### config.mk
export PLATFORM = sky130hd
export DESIGN_NAME = kf_mul_arbiter
export DESIGN_NICKNAME = d
export VERILOG_FILES = /design/src/rtl/kf_mul_arbiter_pkg.sv /design/src/rtl/fxp_mul.sv /design/src/rtl/kf_mul_arbiter_rr_lock_arb.sv /design/src/rtl/kf_mul_arbiter.sv
export SDC_FILE = /design/constraint.sdc
export NUM_CORES = 2
export LEC_CHECK = 0
export CAP_MARGIN = 0
export CORE_ASPECT_RATIO = 0.6
export CORE_MARGIN = 8
export CORE_UTILIZATION = 45
export DETAILED_ROUTE_END_ITERATION = 6
export PLACE_DENSITY_LB_ADDON = 0.15
export SYNTH_ARGS = -nofsm -noshare
export SYNTH_HDL_FRONTEND = slang
export SYNTH_HIERARCHICAL = 1
export SYNTH_SLANG_ARGS = --single-unit
### constraint.sdc
create_clock -name clk -period 16.3 [get_ports clk]
set_input_delay 3.26 -clock clk [delete_from_list [all_inputs] [get_ports clk]]
set_output_delay 3.26 -clock clk [all_outputs]
set_load 0.01 [all_outputs]
### src/rtl/kf_mul_arbiter_pkg.sv
// rtl/kf_mul_arbiter_pkg.sv - shared fixed-point constants and index helper for the KF multiplier arbiter
// Purpose: fixed-point format defaults, multiplier lane count and a small
//          modulo helper used by the round-robin search.
// Ports:   none (package).
package kf_mul_arbiter_pkg;

   localparam int FXP_N     = 16;  // operand width
   localparam int FXP_FRAC  = 8;   // fraction bits of the Q format
   localparam int FXP_LANES = 4;   // multipliers in the shared bank

   // Wraps an index that is known to be below 2*n back into 0..n-1.
   function automatic int wrap_idx(input int idx, input int n);
      return (idx >= n) ? idx - n : idx;
   endfunction

endpackage

### src/rtl/fxp_mul.sv
// rtl/fxp_mul.sv - signed full-precision fixed-point multiplier lane
// Purpose: one N x N -> 2N signed product; the binary point of p sits at
//          2*FRAC, and any rescaling is left to the consumer.
// Ports:   a, b  in  N   signed operands
//          p     out 2N  signed full-precision product
module fxp_mul
   import kf_mul_arbiter_pkg::*;
#(
   parameter int N    = FXP_N,
   parameter int FRAC = FXP_FRAC
) (
   input  logic signed [N-1:0]   a,
   input  logic signed [N-1:0]   b,
   output logic signed [2*N-1:0] p
);

   // A Q format with more fraction bits than the word is meaningless.
   if (FRAC < 0 || FRAC >= N) begin : g_frac_range
      $error("fxp_mul: FRAC must lie in 0..N-1");
   end

   assign p = a * b;

endmodule

### src/rtl/kf_mul_arbiter_rr_lock_arb.sv
// rtl/kf_mul_arbiter_rr_lock_arb.sv - round-robin arbiter with bounded lock ownership
// Purpose: picks at most one requester per cycle; a locked owner keeps the
//          grant for up to MAXHOLD consecutive cycles before round-robin
//          resumes from the requester after the owner.
// Ports:   clk, rst_n  in  clock, async active-low reset
//          req, lock   in  NREQ  per-requester request / keep-grant request
//          gnt         out NREQ  one-hot grant (combinational)
//          gnt_id      out IDW   index of the granted requester (valid when |gnt)
module rr_lock_arb
   import kf_mul_arbiter_pkg::*;
#(
   parameter int NREQ    = 3,
   parameter int MAXHOLD = 8,
   localparam int IDW    = $clog2(NREQ),
   localparam int HW     = $clog2(MAXHOLD + 1)
) (
   input  logic            clk,
   input  logic            rst_n,
   input  logic [NREQ-1:0] req,
   input  logic [NREQ-1:0] lock,
   output logic [NREQ-1:0] gnt,
   output logic [IDW-1:0]  gnt_id
);

   logic [IDW-1:0] ptr_q, ptr_d;
   logic [IDW-1:0] owner_q, owner_d;
   logic           owner_valid_q, owner_valid_d;
   logic [HW-1:0]  hold_cnt_q, hold_cnt_d;

   logic           found;
   logic           at_limit;
   logic [IDW-1:0] start;
   int             idx;

   always_comb begin
      gnt      = '0;
      gnt_id   = '0;
      found    = 1'b0;
      start    = ptr_q;
      idx      = 0;
      at_limit = (hold_cnt_q == HW'(MAXHOLD));

      if (owner_valid_q && req[owner_q] && !at_limit) begin
         found  = 1'b1;
         gnt_id = owner_q;
      end else begin
         // An exhausted owner that still requests yields to the next index;
         // the search wraps back to it when nobody else is pending.
         if (owner_valid_q && req[owner_q] && at_limit)
            start = IDW'(wrap_idx(int'(owner_q) + 1, NREQ));
         for (int off = 0; off < NREQ; off++) begin
            idx = wrap_idx(int'(start) + off, NREQ);
            if (!found && req[idx]) begin
               found  = 1'b1;
               gnt_id = IDW'(idx);
            end
         end
      end

      if (found)
         gnt[gnt_id] = 1'b1;

      ptr_d         = ptr_q;
      owner_d       = owner_q;
      owner_valid_d = owner_valid_q;
      hold_cnt_d    = hold_cnt_q;

      if (!found) begin
         owner_valid_d = 1'b0;
         hold_cnt_d    = '0;
      end else if (lock[gnt_id]) begin
         owner_d       = gnt_id;
         owner_valid_d = 1'b1;
         // Counting continues only for an uninterrupted run by the same owner.
         if (owner_valid_q && (owner_q == gnt_id) && !at_limit)
            hold_cnt_d = hold_cnt_q + HW'(1);
         else
            hold_cnt_d = HW'(1);
      end else begin
         owner_valid_d = 1'b0;
         hold_cnt_d    = '0;
         ptr_d         = IDW'(wrap_idx(int'(gnt_id) + 1, NREQ));
      end
   end

   always_ff @(posedge clk or negedge rst_n) begin
      if (!rst_n) begin
         ptr_q         <= '0;
         owner_q       <= '0;
         owner_valid_q <= 1'b0;
         hold_cnt_q    <= '0;
      end else begin
         ptr_q         <= ptr_d;
         owner_q       <= owner_d;
         owner_valid_q <= owner_valid_d;
         hold_cnt_q    <= hold_cnt_d;
      end
   end

endmodule

### src/rtl/kf_mul_arbiter.sv
// rtl/kf_mul_arbiter.sv - shares four fixed-point multipliers among KF stage engines
// Purpose: arbitrates NREQ engines, latches the winner's four operand pairs
//          and returns the four full-precision products one cycle later.
// Ports:   clk, rst_n   in  clock, async active-low reset
//          req, lock    in  NREQ        request / keep-grant per engine
//          op_a, op_b   in  NREQ*4*N    operands, engine i lane k at [(4i+k)*N +: N]
//          gnt          out NREQ        one-hot grant, same cycle as req
//          res_valid    out 1           products valid (registered)
//          res_id       out clog2(NREQ) owner of the products
//          res_full     out 4*2N        lane k product at [k*2N +: 2N]
//          busy         out 1           a grant is issued this cycle
module kf_mul_arbiter
   import kf_mul_arbiter_pkg::*;
#(
   parameter int N       = FXP_N,
   parameter int FRAC    = FXP_FRAC,
   parameter int NREQ    = 3,
   parameter int MAXHOLD = 8
) (
   input  logic                            clk,
   input  logic                            rst_n,
   input  logic [NREQ-1:0]                 req,
   input  logic [NREQ-1:0]                 lock,
   input  logic [NREQ*FXP_LANES*N-1:0]     op_a,
   input  logic [NREQ*FXP_LANES*N-1:0]     op_b,
   output logic [NREQ-1:0]                 gnt,
   output logic                            res_valid,
   output logic [$clog2(NREQ)-1:0]         res_id,
   output logic [FXP_LANES*2*N-1:0]        res_full,
   output logic                            busy
);

   localparam int IDW = $clog2(NREQ);
   localparam int LW  = FXP_LANES * N;

   logic [IDW-1:0] gnt_id;
   logic [LW-1:0]  a_q, a_d, b_q, b_d;
   logic [IDW-1:0] id_q, id_d;
   logic           valid_q, valid_d;

   rr_lock_arb #(
      .NREQ    (NREQ),
      .MAXHOLD (MAXHOLD)
   ) u_arb (
      .clk    (clk),
      .rst_n  (rst_n),
      .req    (req),
      .lock   (lock),
      .gnt    (gnt),
      .gnt_id (gnt_id)
   );

   assign busy = |gnt;

   // Operand registers hold when nobody is granted so res_full stays stable.
   always_comb begin
      a_d     = a_q;
      b_d     = b_q;
      id_d    = id_q;
      valid_d = busy;
      if (busy) begin
         a_d  = op_a[int'(gnt_id)*LW +: LW];
         b_d  = op_b[int'(gnt_id)*LW +: LW];
         id_d = gnt_id;
      end
   end

   always_ff @(posedge clk or negedge rst_n) begin
      if (!rst_n) begin
         a_q     <= '0;
         b_q     <= '0;
         id_q    <= '0;
         valid_q <= 1'b0;
      end else begin
         a_q     <= a_d;
         b_q     <= b_d;
         id_q    <= id_d;
         valid_q <= valid_d;
      end
   end

   for (genvar k = 0; k < FXP_LANES; k++) begin : g_lane
      fxp_mul #(
         .N    (N),
         .FRAC (FRAC)
      ) u_mul (
         .a (a_q[k*N +: N]),
         .b (b_q[k*N +: N]),
         .p (res_full[k*2*N +: 2*N])
      );
   end

   assign res_valid = valid_q;
   assign res_id    = id_q;

endmodule

==> flow_metrics.tcl <==
set metrics [dict create \
    synth_edf_count 0 \
    gp_congestion 0.918 \
    rsz0062_at_grt "false" \
    fin_hold_ws_ns 0.514 \
    viasPerCell 5.15 \
    post-route-util_pct 51.7 \
    multi_input_area_um2 39700 \
    grt_use_met3_pct 4.21 \
    maxCapViolations 0 \
    worst_clock_skew_ns 0.0198 \
    top_usage_layer "met1" \
    root_buffer "clkbuf_16" \
    grt_overflow_total 0 \
    synthesis.area_um2 48900 \
    drive_gt1_share_pct 2.38 \
    worstSetupPathType "register to primary output" \
    grt_pass1_vias 38700 \
    hold_class "register to register" \
    cts_buffer_depth 2 \
    seq_area_frac_synth_pct 7.16 \
    holdBufCountCts 0 \
    drc 0 \
    yosysTopAreaCell "fa_1" \
    worstPathRequired_ns 13.04 \
    fillers 10200 \
    grtUsageTotal_pct 24.6 \
    cp.arrival_ns 7.99 \
    worst-path-max-fanout 17 \
    fp.coreArea_um2 108000 \
    placed_cell_area_um2 55000 \
    finalCritPeriodShare_pct 69.0 \
    async_reset_ff_share_pct 100 \
    grt_use_met2_pct 35.8 \
    die_area_um2 120000 \
    htreeDepth 4 \
    num_rows 93 \
    cts_tree "done" \
    setup_viol 0 \
    grt_first_pass_wirelength_um 232000 \
    dp_hpwl_um 122000 \
    yosysWarnings 6 \
    num_io_pins 527 \
    area_delta_synth_final_pct 13.6 \
    nets 7560 \
    slew_headroom_pct 29.5 \
    yosys-top-cells-area "fa_1 (43%), inv_1 (9.3%), ha_1 (8.6%)" \
    fin_crit_ns 11.25 \
    seq_area_um2 3500 \
    grt_max_degree 83 \
    num_vias 37200 \
    routed_wl_um 147000 \
    ys.flop_type "dfrtp_1" \
    finalSetupTns_ns 0 \
    yosysUniqueCellTypes 100 \
    synth_top_area_share_pct 42.9 \
    grt_use_met1_pct 38.5 \
    syn_nets 7205 \
    status "finished clean" \
    cts_resized 0 \
    tightest_slew_ns 1.06 \
    yosysMostFrequentCell "inv_1" \
    endpoint_kind "primary output" \
    start_util_pct 45.5 \
    fp.dieW_um 442 \
    synth_cells 5430 \
    fmax_ghz 0.0889 \
    clk_latency_ns 0.53 \
    first_iter_violations 2543 \
    cp-start-kind "register" \
    clkSinkCount 140 \
    ys_ff_latch 140 \
    avgSynthCellArea_um2 9.01 \
    synth_common_cells "inv_1 (1,219), fa_1 (1,048), nand2_1 (651)" \
    post_cts_buffers 0 \
    first_pass_iters 7 \
    antenna_found_initial 7 \
    final_area_um2 55600 \
    final_max_slew_viol_count 0 \
    die_y_um 271 \
    wire_per_inst_um 20.3 \
    port_buffers 526 \
    hold_viol_final 0 \
    path_clk_slew_ns 0.07 \
    ant_nets 0 \
    cts_buffers 17 \
]
## cell type report
type	instances	area share (%)
clock buffers	17	0.765
well taps	1425	3.21
repair buffers	551	9.81
flip-flops and latches	140	6.30
inverters	1219	8.23
clock inverters	15	0.293
diodes	6	0.0270
multi-input cells	3856	71.4
## logic make-up (layout without fill, tap and decap cells)
| logic type | after synthesis | after routing | share of synthesized area, % |
|---|---|---|---|
| AO/OA/AOI/OAI | 475 | 475 | 6.80 |
| other | 0 | 6 | 0 |
| XOR/XNOR | 121 | 121 | 2.17 |
| adder cells (fa/ha/maj) | 1383 | 1383 | 51.4 |
| multiplexers | 140 | 140 | 2.89 |
| AND/OR/NAND/NOR | 1737 | 1737 | 17.7 |
| buffers and inverters | 1434 | 1802 | 11.9 |
| flip-flops | 140 | 140 | 7.16 |
## registers in the layout, indices dropped and copies added (netlist names)
name	cells
u_arb/owner_valid_q	1
res_valid	1
u_arb/hold_cnt_q	4
u_arb/owner_q	2
res_id	2
a_q	64
u_arb/ptr_q	2
b_q	64
## cells in the final DEF (no fill, tap or decap), types with 25 or more instances in the layout
cell type	Yosys	final
fa_1	1048	1048
a31oi_1	137	137
clkdlybuf4s50_1	0	525
ha_1	335	335
o21ai_0	54	54
xor2_1	28	28
or2_0	100	100
nor2_1	246	246
nand2_1	651	651
xnor2_1	93	93
mux2i_1	134	134
nand2b_1	27	27
a21o_1	34	34
dfrtp_1	140	140
buf_4	2	25
nand3_1	30	30
nor3_1	40	40
and2_1	505	505
a21oi_1	80	79
inv_1	1219	1219
## final timing paths
kind | slack (ns) | end | cells past startpoint | from
min in group asynchronous | 2.84 | b_q[4]$_DFFE_PN0P_ | 1 | rst_n
max in group asynchronous | 11.99 | a_q[61]$_DFFE_PN0P_ | 2 | rst_n
setup / recovery | 5.05 | res_full[63] | 18 | a_q[31]$_DFFE_PN0P_
hold / removal | 0.51 | u_arb/hold_cnt_q[0]$_DFF_PN0_ | 1 | u_arb/hold_cnt_q[0]$_DFF_PN0_
setup reg to reg | 11.13 | a_q[29]$_DFFE_PN0P_ | 14 | u_arb/owner_q[1]$_DFFE_PN0P_
hold reg to reg | 0.51 | u_arb/hold_cnt_q[0]$_DFF_PN0_ | 1 | u_arb/hold_cnt_q[0]$_DFF_PN0_
## worst max-delay path: stages (launching register included)
cell and delay (ns):
dfrtp_1 0.61, nand2_1 0.22, inv_1 0.11, fa_1 0.81, fa_1 0.51, fa_1 0.51
fa_1 0.52, fa_1 0.49, inv_1 0.05, fa_1 0.54, inv_1 0.08, ha_1 0.44
nand4_1 0.12, or4_1 0.63, nand3_2 0.23, a21oi_2 0.12, o21a_1 0.19, a211oi_1 0.60
clkdlybuf4s50_1 0.69
## per-stage QoR
step / instances / setup WS, ns
3_3_place_gp: 7191 / 5.60
3_5_place_dp: 7191 / 5.55
2_1_floorplan: 5430 / 7.00
5_1_grt: 7227 / 4.71
6_report: 7229 / 5.05
4_1_cts: 7223 / 4.96
## routing by layer
layer  vias to the layer above  part of all wire, %
li1                      17100                    -
met1                     18900                   50
met2                      1060                   43
met3                       109                  6.1
met4                         0                  1.6
met5                         -                    0
Power is not shown: default switching activity piles up to over one toggle a cycle in this logic, so the estimate is an artifact.
